**config.mk**
```make
export PLATFORM = sky130hd
export DESIGN_NAME = i2c_fifo_transmitter
export DESIGN_NICKNAME = d
export VERILOG_FILES = /design/src/rtl/i2c_tx_pkg.sv /design/src/rtl/i2c_fifo_transmitter_quarter_tick.sv /design/src/rtl/i2c_fifo_transmitter.sv
export SDC_FILE = /design/constraint.sdc
export NUM_CORES = 1
export LEC_CHECK = 0
export CORE_ASPECT_RATIO = 0.9
export CORE_MARGIN = 4
export CORE_UTILIZATION = 48
export CTS_BUF_LIST = sky130_fd_sc_hd__clkbuf_4 sky130_fd_sc_hd__clkbuf_8 sky130_fd_sc_hd__clkbuf_16
export CTS_CLUSTER_SIZE = 16
export DETAILED_ROUTE_END_ITERATION = 16
export PLACE_DENSITY = 0.73
export SYNTH_ARGS = -nofsm -noshare
export SYNTH_HDL_FRONTEND = slang
export SYNTH_SLANG_ARGS = --single-unit
```
**constraint.sdc**
```tcl
create_clock -name read_clk -period 2.15 [get_ports read_clk]
set_input_delay 0.43 -clock read_clk [delete_from_list [all_inputs] [get_ports read_clk]]
set_output_delay 0.43 -clock read_clk [all_outputs]
set_load 0.01 [all_outputs]
```
**src/rtl/i2c_tx_pkg.sv**
```systemverilog
// Purpose: shared types and constants for the I2C FIFO transmit engine.
// Contents: FSM state enum, per-state quarter counts, bits per byte and
//           a helper returning the index of each state's final quarter.
package i2c_tx_pkg;

    typedef enum logic [2:0] {
        IDLE  = 3'd0,
        START = 3'd1,
        BIT   = 3'd2,
        ACK   = 3'd3,
        STOP  = 3'd4
    } state_t;

    localparam int unsigned Q_START       = 2;
    localparam int unsigned Q_BIT         = 4;
    localparam int unsigned Q_ACK         = 4;
    localparam int unsigned Q_STOP        = 3;
    localparam int unsigned BITS_PER_BYTE = 8;

    // Quarter index on which a state ends; IDLE has no quarters.
    function automatic logic [1:0] last_quarter(input state_t s);
        logic [1:0] lq;
        lq = 2'd0;
        case (s)
            START:   lq = 2'(Q_START - 1);
            BIT:     lq = 2'(Q_BIT - 1);
            ACK:     lq = 2'(Q_ACK - 1);
            STOP:    lq = 2'(Q_STOP - 1);
            default: lq = 2'd0;
        endcase
        return lq;
    endfunction

endpackage

```
**src/rtl/i2c_fifo_transmitter_quarter_tick.sv**
```systemverilog
// Purpose: divides the clock into SCL quarter periods; tick_o pulses on the
//          last cycle of each quarter. Latency: tick after CLK_DIV running cycles.
// Ports: clk_i/rst_i, run_i (clears counter when low), hold_i (freezes counter), tick_o.
module i2c_quarter_tick #(
    parameter int unsigned CLK_DIV = 4
) (
    input  logic clk_i,
    input  logic rst_i,
    input  logic run_i,
    input  logic hold_i,
    output logic tick_o
);

    localparam int unsigned CW = (CLK_DIV > 1) ? $clog2(CLK_DIV) : 1;

    logic [CW-1:0] cnt_q, cnt_d;

    assign tick_o = run_i && !hold_i && (cnt_q == CW'(CLK_DIV - 1));

    always_comb begin
        cnt_d = cnt_q;
        if (!run_i) begin
            cnt_d = '0;
        end else if (!hold_i) begin
            cnt_d = tick_o ? '0 : cnt_q + 1'b1;
        end
    end

    always_ff @(posedge clk_i or posedge rst_i) begin
        if (rst_i) cnt_q <= '0;
        else       cnt_q <= cnt_d;
    end

endmodule

```
**src/rtl/i2c_fifo_transmitter.sv**
```systemverilog
// Purpose: I2C master transmit engine draining a TX FIFO: START, MSB-first bytes,
//          ACK sampling, STOP on drain/disable/NACK. All outputs registered.
// Ports: read_clk/read_reset, FIFO read side (read_data/read_empty/read_increment),
//        open-drain sda/scl in/out, status busy/byte_done/nack, nack_clear.
// Option: I2C_TX_STRETCH_EN enables slave clock stretching via scl_in.
module i2c_fifo_transmitter
    import i2c_tx_pkg::*;
#(
    parameter int unsigned data_size = 8,   // must equal BITS_PER_BYTE
    parameter int unsigned clk_div   = 4    // cycles per SCL quarter, >= 2
) (
    input  logic                 read_clk,
    input  logic                 read_reset,
    input  logic                 enable,
    input  logic [data_size-1:0] read_data,
    input  logic                 read_empty,
    output logic                 read_increment,
    input  logic                 sda_in,
    input  logic                 scl_in,
    output logic                 sda_out,
    output logic                 scl_out,
    output logic                 busy,
    output logic                 byte_done,
    output logic                 nack,
    input  logic                 nack_clear
);

    state_t                 state_q, state_d;
    logic [1:0]             q_q, q_d;
    logic [data_size-1:0]   shift_q, shift_d;
    logic [2:0]             bit_q, bit_d;
    logic                   ack_q, ack_d;      // sampled SDA in ACK slot, 1 = NACK
    logic                   nack_q, nack_d;
    logic                   nack_set;
    logic                   sda_q, sda_d;
    logic                   scl_q, scl_d;
    logic                   pop_q, pop_d;
    logic                   done_q, done_d;
    logic                   busy_q, busy_d;
    logic                   tick;
    logic                   hold;
    logic                   last;

`ifdef I2C_TX_STRETCH_EN
    // A released SCL still read low means the slave is stretching the clock.
    assign hold = scl_q && !scl_in;
`else
    assign hold = 1'b0;
    logic unused_scl_in;
    assign unused_scl_in = scl_in;
`endif

    i2c_quarter_tick #(
        .CLK_DIV (clk_div)
    ) u_tick (
        .clk_i   (read_clk),
        .rst_i   (read_reset),
        .run_i   (state_q != IDLE),
        .hold_i  (hold),
        .tick_o  (tick)
    );

    assign last = tick && (q_q == last_quarter(state_q));

    // Next-state logic.
    always_comb begin
        state_d  = state_q;
        q_d      = q_q;
        shift_d  = shift_q;
        bit_d    = bit_q;
        ack_d    = ack_q;
        pop_d    = 1'b0;
        done_d   = 1'b0;
        nack_set = 1'b0;

        if (tick) begin
            q_d = last ? 2'd0 : q_q + 2'd1;
        end

        case (state_q)
            IDLE: begin
                q_d = 2'd0;
                if (enable && !read_empty && !nack_q) begin
                    shift_d = read_data;
                    pop_d   = 1'b1;
                    state_d = START;
                end
            end
            START: begin
                if (last) begin
                    bit_d   = 3'd0;
                    state_d = BIT;
                end
            end
            BIT: begin
                if (last) begin
                    shift_d = {shift_q[data_size-2:0], 1'b0};
                    bit_d   = bit_q + 3'd1;   // wraps 7->0 as the byte ends
                    if (bit_q == 3'(BITS_PER_BYTE - 1)) state_d = ACK;
                end
            end
            ACK: begin
                if (tick && q_q == 2'd2) ack_d = sda_in;
                if (last) begin
                    done_d = 1'b1;
                    if (!ack_q && enable && !read_empty) begin
                        shift_d = read_data;
                        pop_d   = 1'b1;
                        state_d = BIT;
                    end else begin
                        nack_set = ack_q;
                        state_d  = STOP;
                    end
                end
            end
            STOP: begin
                if (last) state_d = IDLE;
            end
            default: state_d = IDLE;
        endcase
    end

    // A NACK arriving together with a clear request takes priority.
    assign nack_d = nack_set ? 1'b1 : (nack_clear ? 1'b0 : nack_q);

    // Line levels decoded from the next state so they change with the state register.
    always_comb begin
        sda_d  = 1'b1;
        scl_d  = 1'b1;
        busy_d = (state_d != IDLE);
        case (state_d)
            START: begin
                sda_d = 1'b0;
                scl_d = (q_d == 2'd0);
            end
            BIT: begin
                sda_d = shift_d[data_size-1];
                scl_d = (q_d == 2'd1) || (q_d == 2'd2);
            end
            ACK: begin
                scl_d = (q_d == 2'd1) || (q_d == 2'd2);
            end
            STOP: begin
                sda_d = (q_d == 2'd2);
                scl_d = (q_d != 2'd0);
            end
            default: begin
                sda_d = 1'b1;
                scl_d = 1'b1;
            end
        endcase
    end

    always_ff @(posedge read_clk or posedge read_reset) begin
        if (read_reset) begin
            state_q <= IDLE;
            q_q     <= 2'd0;
            shift_q <= '0;
            bit_q   <= 3'd0;
            ack_q   <= 1'b0;
            nack_q  <= 1'b0;
            sda_q   <= 1'b1;
            scl_q   <= 1'b1;
            pop_q   <= 1'b0;
            done_q  <= 1'b0;
            busy_q  <= 1'b0;
        end else begin
            state_q <= state_d;
            q_q     <= q_d;
            shift_q <= shift_d;
            bit_q   <= bit_d;
            ack_q   <= ack_d;
            nack_q  <= nack_d;
            sda_q   <= sda_d;
            scl_q   <= scl_d;
            pop_q   <= pop_d;
            done_q  <= done_d;
            busy_q  <= busy_d;
        end
    end

    assign sda_out        = sda_q;
    assign scl_out        = scl_q;
    assign read_increment = pop_q;
    assign byte_done      = done_q;
    assign busy           = busy_q;
    assign nack           = nack_q;

endmodule
```
==> run summary, run 1 <==
DRT antenna net count: 0
starting density of the core: 0.5169
htree depth: 1
number of flops mapped to enable cells by yosys: 0
YS warnings: 0
Top FF cell, synth: dfrtp_1
Total Wirelength: 3428 um
CTS tree: built
crit end category: flop
skew final: 0.003745 ns
Critical Path, Cell by Cell: or4bb_1 > o211ai_1 > or2_4 > nor3b_4 > o21ai_2 > ha_1 > a2111o_1
startpoint types: flop
share of cells above drive strength 1: 0.2188
slowest stage delay, CP: 0.50 ns
Core Area: 2815 um2
total gr overflow: 0
Commonest cells post-synth: dfrtp_1, inv_1, o21ai_0
Leak: 0.8761 nW
Seq/Total Area, Yosys: 0.4316
Slew @ Worst Pin: 0.4173 ns
VDD IR max: 0.7076 mV
Final period util: 0.9868
ant diodes: 0
Vias/cell: 5.599
setup ws final: 0.02840 ns
Worst-Skew Late Latency: 0.31 ns
Overall Power: 1.948 mW
Crit Path Max Fanout: 4
top-count cell post-synth: dfrtp_1
final setup fails: 0
fin nets: 214
worst min path class: input port to async pin
RePlAce Congestion: 0.9107
DRT iter0 DRCs: 66
row cnt: 18
pin count of the biggest net entering global routing: 26
Sink Count: 25
flops & latches, synth: 25
placed wire-length estimate: 2582 um
Final Hold Fails: 0
Critical-path top delay cell: or4bb_1
clock-pin slew on the worst setup and hold paths: 0.13 ns
RSZ-0062 raised after global routing: yes
die width: 66.04 um
status: finished, final reports clean
crit path time final: 2.122 ns
first-pass GRT wire length: 5492 um
DR DRC count: 0
Slew HR: 0.7218
DIE HEIGHT: 60.24 um
GRT Total Usage: 0.1809
Clk Tree Root Cell: clkbuf_4
Max Freq: 471.3 MHz
pre-CTS setup slack: -0.1921 ns
Mean Syn Cell Area: 9.511 um2
die area: 3978 um2
Routed WL per cell: 14.78 um
syn_nets: 174
Worst EP required: 2.41 ns
post-synth top area cell: dfrtp_1
arrival time worst endpoint: 2.38 ns
vias post-DR: 1299
Clock Path Buffers: 2
Synth async-reset ratio: 1.000
Power Dens Cells: 1022 nW/um2
initial antenna violation count: 0
clock buffer count from CTS: 3
synth unique cells: 45
Initial DRT Pass Iterations: 5
Synth top area share: 0.3955
max-slew violations: 0
max cap viols: 0
Cells after Synth: 153
critical path type: flop to flop
vias in the first global route: 1229
PortBufs: 19
area grow syn2layout: 30.95%
Area contributors post-synth: dfrtp_1, ha_1, inv_1
# IOs: 21
mapped cell area: 1455 um2
## worst max-delay path: cells and delay by family, from the launching register on
family,cells,cell delay (ns)
AO/OA/AOI/OAI,3,0.64
flip-flops,1,0.43
adder cells (fa/ha/maj),1,0.25
AND/OR/NAND/NOR,3,0.75
## report_power, final
part | switching (mW) | internal [mW]
Combinational | 0.497 | 0.493
Sequential | 0.0939 | 0.644
Clock | 0.135 | 0.0851
## area by class of cell
| type | count | area (um2) |
|---|---|---|
| clock buffer | 4 | 30.03 |
| fill | 216 | 909.6 |
| inverter | 17 | 65.06 |
| multi-input combinational | 101 | 747.0 |
| sequential | 25 | 628.1 |
| tap | 40 | 50.05 |
| timing repair buffer | 45 | 385.4 |
## what timing repair did
action | CTS | global route
hold buffers | 0 | 0
buffers inserted | 3 | 2
resized for setup | 0 | 5
pin swaps | 2 | 3
endpoints found under the setup margin | 1 | 2
## path summary, 6_finish.rpt
check,start,endpoint,slack [ns],cells after the start
worst max-delay path,q_q[0]$_DFF_PP0_,scl_out$_DFF_PP1_,0.03,7
max in group asynchronous,read_reset,scl_out$_DFF_PP1_,1.42,3
worst max register to register,q_q[0]$_DFF_PP0_,scl_out$_DFF_PP1_,0.03,7
worst min-delay path,read_reset,nack$_DFFE_PP0P_,0.44,3
min in group read_clk,u_tick.cnt_q[0]$_DFF_PP0_,u_tick.cnt_q[0]$_DFF_PP0_,0.45,1
worst min register to register,u_tick.cnt_q[0]$_DFF_PP0_,u_tick.cnt_q[0]$_DFF_PP0_,0.45,1
## layer usage
layer  vias up  track usage  routed length [um]
met4         0      0.04348                  13
li1        630            -                   -
met5         -            0                   0
met1       625       0.2367                1556
met2        42       0.3100                1631
met3         2      0.03571                 227
## state kept, by name, summed over array words and instances (netlist names)
register and count:
byte_done 1, ack_q 1, q_q 2, nack 1, read_increment 1, busy 1
shift_q 8, sda_out 1, scl_out 1, state_q 3, u_tick.cnt_q 2, bit_q 3
## layout by cell type (no fill, tap or decap), types with 3 or more instances in the layout
| master | Yosys | routed |
|---|---|---|
| buf_4 | 0 | 26 |
| dfrtp_1 | 23 | 23 |
| clkdlybuf4s50_1 | 0 | 19 |
| inv_1 | 16 | 16 |
| o21ai_0 | 11 | 9 |
| nor2_1 | 8 | 8 |
| nand2_1 | 6 | 6 |
| a21oi_1 | 6 | 6 |
| a22oi_1 | 6 | 6 |
| ha_1 | 6 | 6 |
| o21a_1 | 4 | 4 |
| clkbuf_4 | 0 | 4 |
| nand3_1 | 3 | 3 |
| a22o_1 | 3 | 3 |
| and3_1 | 3 | 3 |
| nand2b_1 | 3 | 3 |
| nor2b_1 | 3 | 3 |
| o211ai_1 | 3 | 3 |
## kinds of logic after synthesis
logic type / synth area share
AO/OA/AOI/OAI: 0.2330
adder cells (fa/ha/maj): 0.05159
buffers and inverters: 0.07480
flip-flops: 0.4316
multiplexers: 0.01548
AND/OR/NAND/NOR: 0.1935
## metrics by stage
step	hold WS [ns]	area, um2	utilization	instances	setup TNS (ns)
after floorplan	0.4192	1475	-	153	0
after global placement	0.4248	1817	0.6453	223	-0.4595
after detailed placement	0.4331	1817	0.6453	223	-0.4802
after CTS	0.4391	1869	0.6640	230	0
after global routing	0.4513	1906	0.6769	232	-0.07046
final	0.4418	1906	0.6769	232	0
(Power assumes the default switching activity.)
==> run 2, diff against run 1 <==
--- a/config.mk
+++ b/config.mk
@@ -11,7 +11,8 @@
 export CTS_BUF_LIST = sky130_fd_sc_hd__clkbuf_4 sky130_fd_sc_hd__clkbuf_8 sky130_fd_sc_hd__clkbuf_16
 export CTS_CLUSTER_SIZE = 16
 export DETAILED_ROUTE_END_ITERATION = 16
-export PLACE_DENSITY = 0.73
+export PLACE_DENSITY = 0.72
 export SYNTH_ARGS = -nofsm -noshare
 export SYNTH_HDL_FRONTEND = slang
+export SYNTH_HIERARCHICAL = 1
 export SYNTH_SLANG_ARGS = --single-unit
==> run summary, run 2 <==
Area contributors post-synth: dfrtp_1, ha_1, o21ai_0
DIE HEIGHT: 60.73 um
Core Area: 2860 um2
ant diodes: 0
RePlAce Congestion: 0.8555
Crit Path Max Fanout: 5
fin cells: 251
Seq/Total Area, Yosys: 0.4236
Commonest cells post-synth: dfrtp_1, inv_1, o21ai_0
R2R Setup Slk: -0.07 ns
commonest non-fill, non-tap cell in the layout: buf_4
pin count of the biggest net entering global routing: 24
Largest register FFs: 8
# IOs: 21
flops & latches, synth: 25
Initial DRT Pass Iterations: 5
VDD IR max: 0.7130 mV
top-count cell post-synth: dfrtp_1
total gr overflow: 0
Clock Path Buffers: 2
Top FF cell, synth: dfrtp_1
CTS tree: built
die area: 4043 um2
startpoint types: flop
clock-pin slew on the worst setup and hold paths: 0.14 ns
htree depth: 1
Total Wirelength: 4078 um
mapped cell area: 1483 um2
Final period util: 1.033
number of flops mapped to enable cells by yosys: 0
Power Dens Cells: 1019 nW/um2
failing checks: setup timing
status: complete, but fails checks
die width: 66.59 um
skew final: 0.01358 ns
Cells after Synth: 156
vias post-DR: 1418
placed wire-length estimate: 2773 um
crit path time final: 2.221 ns
Clk Tree Root Cell: clkbuf_4
Sink Count: 25
final setup fails: 2
PortBufs: 19
hold_ws: 0.2873 ns
arrival time worst endpoint: 2.46 ns
Worst-Skew Late Latency: 0.32 ns
critical path type: flop to flop
row cnt: 18
DR DRC count: 0
GRT Total Usage: 0.2116
fin nets: 233
Fillers: 219
first-pass GRT wire length: 6410 um
initial antenna violation count: 0
Leak: 0.9216 nW
Overall Power: 2.159 mW
Vias/cell: 5.649
DRT antenna net count: 0
area grow syn2layout: 42.95%
Biggest register: shift_q
share of cells above drive strength 1: 0.3697
starting density of the core: 0.5184
Synth async-reset ratio: 1.000
Cells after DPL: 237
Final Util: 0.7410
max-slew violations: 0
crit end category: flop
Mean Syn Cell Area: 9.504 um2
Routed WL per cell: 16.25 um
worst min path class: input port to async pin
Top Registers: shift_q (8), bit_q (3), state_q (3)
vias in the first global route: 1404
Worst EP required: 2.39 ns
YS warnings: 6
synth unique cells: 49
worst r2r src: state_q[1]$_DFF_PP0_
setup ws final: -0.07057 ns
RSZ-0062 raised after global routing: yes
CP startpoint: state_q[1]$_DFF_PP0_
max cap viols: 0
Max Freq: 450.3 MHz
Synth top area share: 0.3882
Final Hold Fails: 0
commonest cells after routing, fill and taps aside: buf_4, dfrtp_1, clkdlybuf4s50_1
post-synth top area cell: dfrtp_1
clock buffer count from CTS: 3
DRT iter0 DRCs: 88
==> run 2: cell count changes after synthesis, sizes merged, moves of 3 or more <==
cell,change
nor3,+5
nand3,+3
and2,-3
nand2b,-3
nand2,+3
a31oi,+4
==> run 2: worst paths after layout <==
path                                          endpoint  cells after the start
max                                  sda_out$_DFF_PP1_                      9
min                        u_tick/cnt_q[0]$_DFFE_PP0P_                      2
max reg2reg                          sda_out$_DFF_PP1_                      9
min reg2reg                     shift_q[4]$_DFFE_PP0P_                      2
max in group asynchronous            sda_out$_DFF_PP1_                      3
min in group read_clk           shift_q[4]$_DFFE_PP0P_                      2
==> run 2: worst max-delay path, stage by stage (launching register included) <==
cell     delay [ns]
dfrtp_2        0.46
or4bb_4        0.57
a31oi_4        0.20
or3_4          0.18
nor3b_4        0.05
o21ai_2        0.17
ha_2           0.20
inv_2          0.03
a21o_1         0.16
a31oi_1        0.14
==> run 2: cell families after synthesis <==
group / after synthesis / share of synthesized area
AOI/OAI and AO/OA: 46 / 0.2363
xor gates and xnor gates: 1 / 0.005908
adders and majority gates: 6 / 0.05063
buffers and inverters: 27 / 0.08269
DFF: 25 / 0.4236
muxes: 2 / 0.01435
other: 1 / 0.002529
and+or+nand+nor: 48 / 0.1840
==> run 2: cell type report <==
class                           instances  area, um2  area share
Clock buffer                            4      30.03     0.01417
Multi-Input combinational cell        107      855.8      0.4038
Timing Repair Buffer                   57      483.0      0.2279
Tap cell                               40      50.05     0.02361
Inverter                               18      67.56     0.03188
Sequential cell                        25      633.1      0.2987
==> run 2: stage by stage <==
step	instance area (um2)	setup slack [ns]	setup TNS [ns]
after global routing	2120	-0.1415	-0.4825
after CTS	1999	-0.003135	-0.003728
final	2120	-0.07057	-0.07274
after global placement	1889	-0.1481	-1.028
after floorplan	1494	0.0003866	0
after detailed placement	1889	-0.2007	-1.818
==> run 2: layer usage <==
| metal | up-vias | wire (um) | track usage |
|---|---|---|---|
| met5 | - | 0 | 0 |
| met4 | 0 | 70 | 0.05797 |
| met3 | 10 | 204 | 0.05741 |
| met2 | 40 | 2101 | 0.3729 |
| met1 | 704 | 1701 | 0.2573 |
| li1 | 664 | - | - |
==> run 2: power by group <==
group          internal [mW]  switching [mW]  leakage [nW]  total [mW]
clock                 0.0852           0.134        0.0184       0.219
sequential             0.646           0.122         0.284       0.768
combinational          0.582           0.589         0.619        1.17
==> run 2: what timing repair did <==
item,CTS,global route
gates resized for setup,14,20
hold buffers,0,0
hold endpoints to repair,0,0
pin swaps,10,11
endpoints found under the setup margin,11,11
setup buffers,3,7
==> run 3, diff against run 2 <==
--- a/config.mk
+++ b/config.mk
@@ -7,11 +7,11 @@
 export LEC_CHECK = 0
 export CORE_ASPECT_RATIO = 0.9
 export CORE_MARGIN = 4
-export CORE_UTILIZATION = 48
-export CTS_BUF_LIST = sky130_fd_sc_hd__clkbuf_4 sky130_fd_sc_hd__clkbuf_8 sky130_fd_sc_hd__clkbuf_16
+export CORE_UTILIZATION = 51
+export CTS_BUF_LIST = sky130_fd_sc_hd__clkbuf_4
 export CTS_CLUSTER_SIZE = 16
 export DETAILED_ROUTE_END_ITERATION = 16
-export PLACE_DENSITY = 0.72
+export PLACE_DENSITY = 0.79
 export SYNTH_ARGS = -nofsm -noshare
 export SYNTH_HDL_FRONTEND = slang
 export SYNTH_HIERARCHICAL = 1
==> run summary, run 3 (synthesized netlist as in run 2, its figures left out) <==
crit path time final: 2.175 ns
vias in the first global route: 1366
setup ws final: -0.02508 ns
final setup fails: 2
fin nets: 226
critical path type: flop to flop
clock-pin slew on the worst setup and hold paths: 0.13 ns
Routed WL per cell: 15.29 um
Initial DRT Pass Iterations: 4
reg2reg end: sda_out$_DFF_PP1_
die width: 64.84 um
Register Area: 630.6 um2
clock buffer count from CTS: 3
pin count of the biggest net entering global routing: 24
Crit Path Max Fanout: 5
startpoint types: flop
Power Dens Cells: 1002 nW/um2
critical path capture point: sda_out$_DFF_PP1_
worst r2r path cells: 10
initial antenna violation count: 0
RSZ-0062 raised after global routing: yes
row cnt: 18
DIE HEIGHT: 59.15 um
total gr overflow: 0
skew final: 0.001236 ns
crit end category: flop
max cap viols: 0
Fillers: 205
hold_ws: 0.2804 ns
DRT antenna net count: 0
Worst-Skew Late Latency: 0.32 ns
max-slew violations: 0
DR DRC count: 0
Max Freq: 459.8 MHz
CP startpoint: state_q[1]$_DFF_PP0_
Clk Tree Root Cell: clkbuf_4
vias post-DR: 1365
Largest register FFs: 8
worst r2r src: state_q[1]$_DFF_PP0_
Top Registers: shift_q (8), bit_q (3), state_q (3)
CTS tree: built
area grow syn2layout: 39.07%
starting density of the core: 0.5352
Sink Count: 25
die area: 3835 um2
Total Wirelength: 3731 um
Final Hold Fails: 0
Leak: 0.8880 nW
Total Neg Setup Slack: -0.03028 ns
htree depth: 1
Worst EP required: 2.41 ns
RePlAce Congestion: 0.9090
VDD IR max: 0.6116 mV
DRT iter0 DRCs: 68
arrival time worst endpoint: 2.44 ns
worst min path class: input port to async pin
Finished Cell Area: 2062 um2
Vias/cell: 5.594
ant diodes: 0
placed cell area: 1867 um2
commonest non-fill, non-tap cell in the layout: buf_4
share of cells above drive strength 1: 0.3235
GRT Total Usage: 0.2061
commonest cells after routing, fill and taps aside: buf_4, dfrtp_1, clkdlybuf4s50_1
Final Util: 0.7444
Final period util: 1.012
Clock Path Buffers: 2
first-pass GRT wire length: 6134 um
multi-input logic area: 855.8 um2
Overall Power: 2.067 mW
status: complete, but fails checks
Core Area: 2770 um2
Biggest register: shift_q
placed wire-length estimate: 2733 um
# IOs: 21
PortBufs: 19
R2R Setup Slk: -0.03 ns
failing checks: setup timing
## run 3: cell count changes in the layout (fill, tap and decap cells not counted), sizes merged
cell / change
clkinv: +1
clkbuf: -1
buf: -7
## run 3: worst min path at each step
stage                                      start                     endpoint  slack, ns  cells after the start
final                                 read_reset  u_tick/cnt_q[0]$_DFFE_PP0P_       0.28                      2
after global routing                  read_reset  u_tick/cnt_q[1]$_DFFE_PP0P_       0.28                      2
after CTS                             read_reset  u_tick/cnt_q[1]$_DFFE_PP0P_       0.28                      2
after detailed placement       ack_q$_DFFE_PP0P_             nack$_DFFE_PP0P_       0.49                      2
after global placement    shift_q[5]$_DFFE_PP0P_       shift_q[6]$_DFFE_PP0P_       0.49                      2
after floorplan                       read_reset  u_tick/cnt_q[0]$_DFFE_PP0P_       0.17                      1
## run 3: worst max-delay path, stage by stage, from the launching register on
cell and delay, ns:
dfrtp_1 0.43, buf_4 0.16, or3b_2 0.48, a21boi_2 0.18, or3_4 0.17, nor3b_4 0.05
o21ai_2 0.15, ha_1 0.16, inv_1 0.04, a21o_1 0.14, a31oi_1 0.14
## run 3: repair_timing
| action | CTS | global route |
|---|---|---|
| resized for setup | 14 | 16 |
| hold buffers | 0 | 0 |
| endpoints found under the setup margin | 11 | 13 |
| pin swaps | 6 | 5 |
| hold endpoints to repair | 0 | 0 |
| buffers inserted | 2 | 4 |
## run 3: power breakdown
part	internal, mW	total (mW)	switching, mW
logic	0.541	1.09	0.549
registers	0.645	0.765	0.120
clock network	0.0699	0.212	0.142
## run 3: final cells by class
type                    count  share of cell area
clock buffers               3             0.01092
clock inverters             1            0.002427
inverters                  18             0.03277
multi-input cells         107              0.4150
flip-flops and latches     25              0.3058
well taps                  40             0.02427
repair buffers             50              0.2087
## run 3: through the flow
stage,setup WS [ns],std cells
3_5_place_dp,-0.1591,234
3_3_place_gp,-0.1383,234
4_1_cts,-0.01071,240
5_1_grt,-0.1374,244
6_report,-0.02508,244
2_1_floorplan,0.0003866,159
## run 3: layer usage
| layer | track usage | share of wire | vias up |
|---|---|---|---|
| li1 | - | - | 652 |
| met1 | 0.2658 | 0.44 | 661 |
| met2 | 0.3601 | 0.48 | 46 |
| met3 | 0.03416 | 0.060 | 6 |
| met4 | 0.05723 | 0.013 | 0 |
| met5 | 0 | 0 | - |
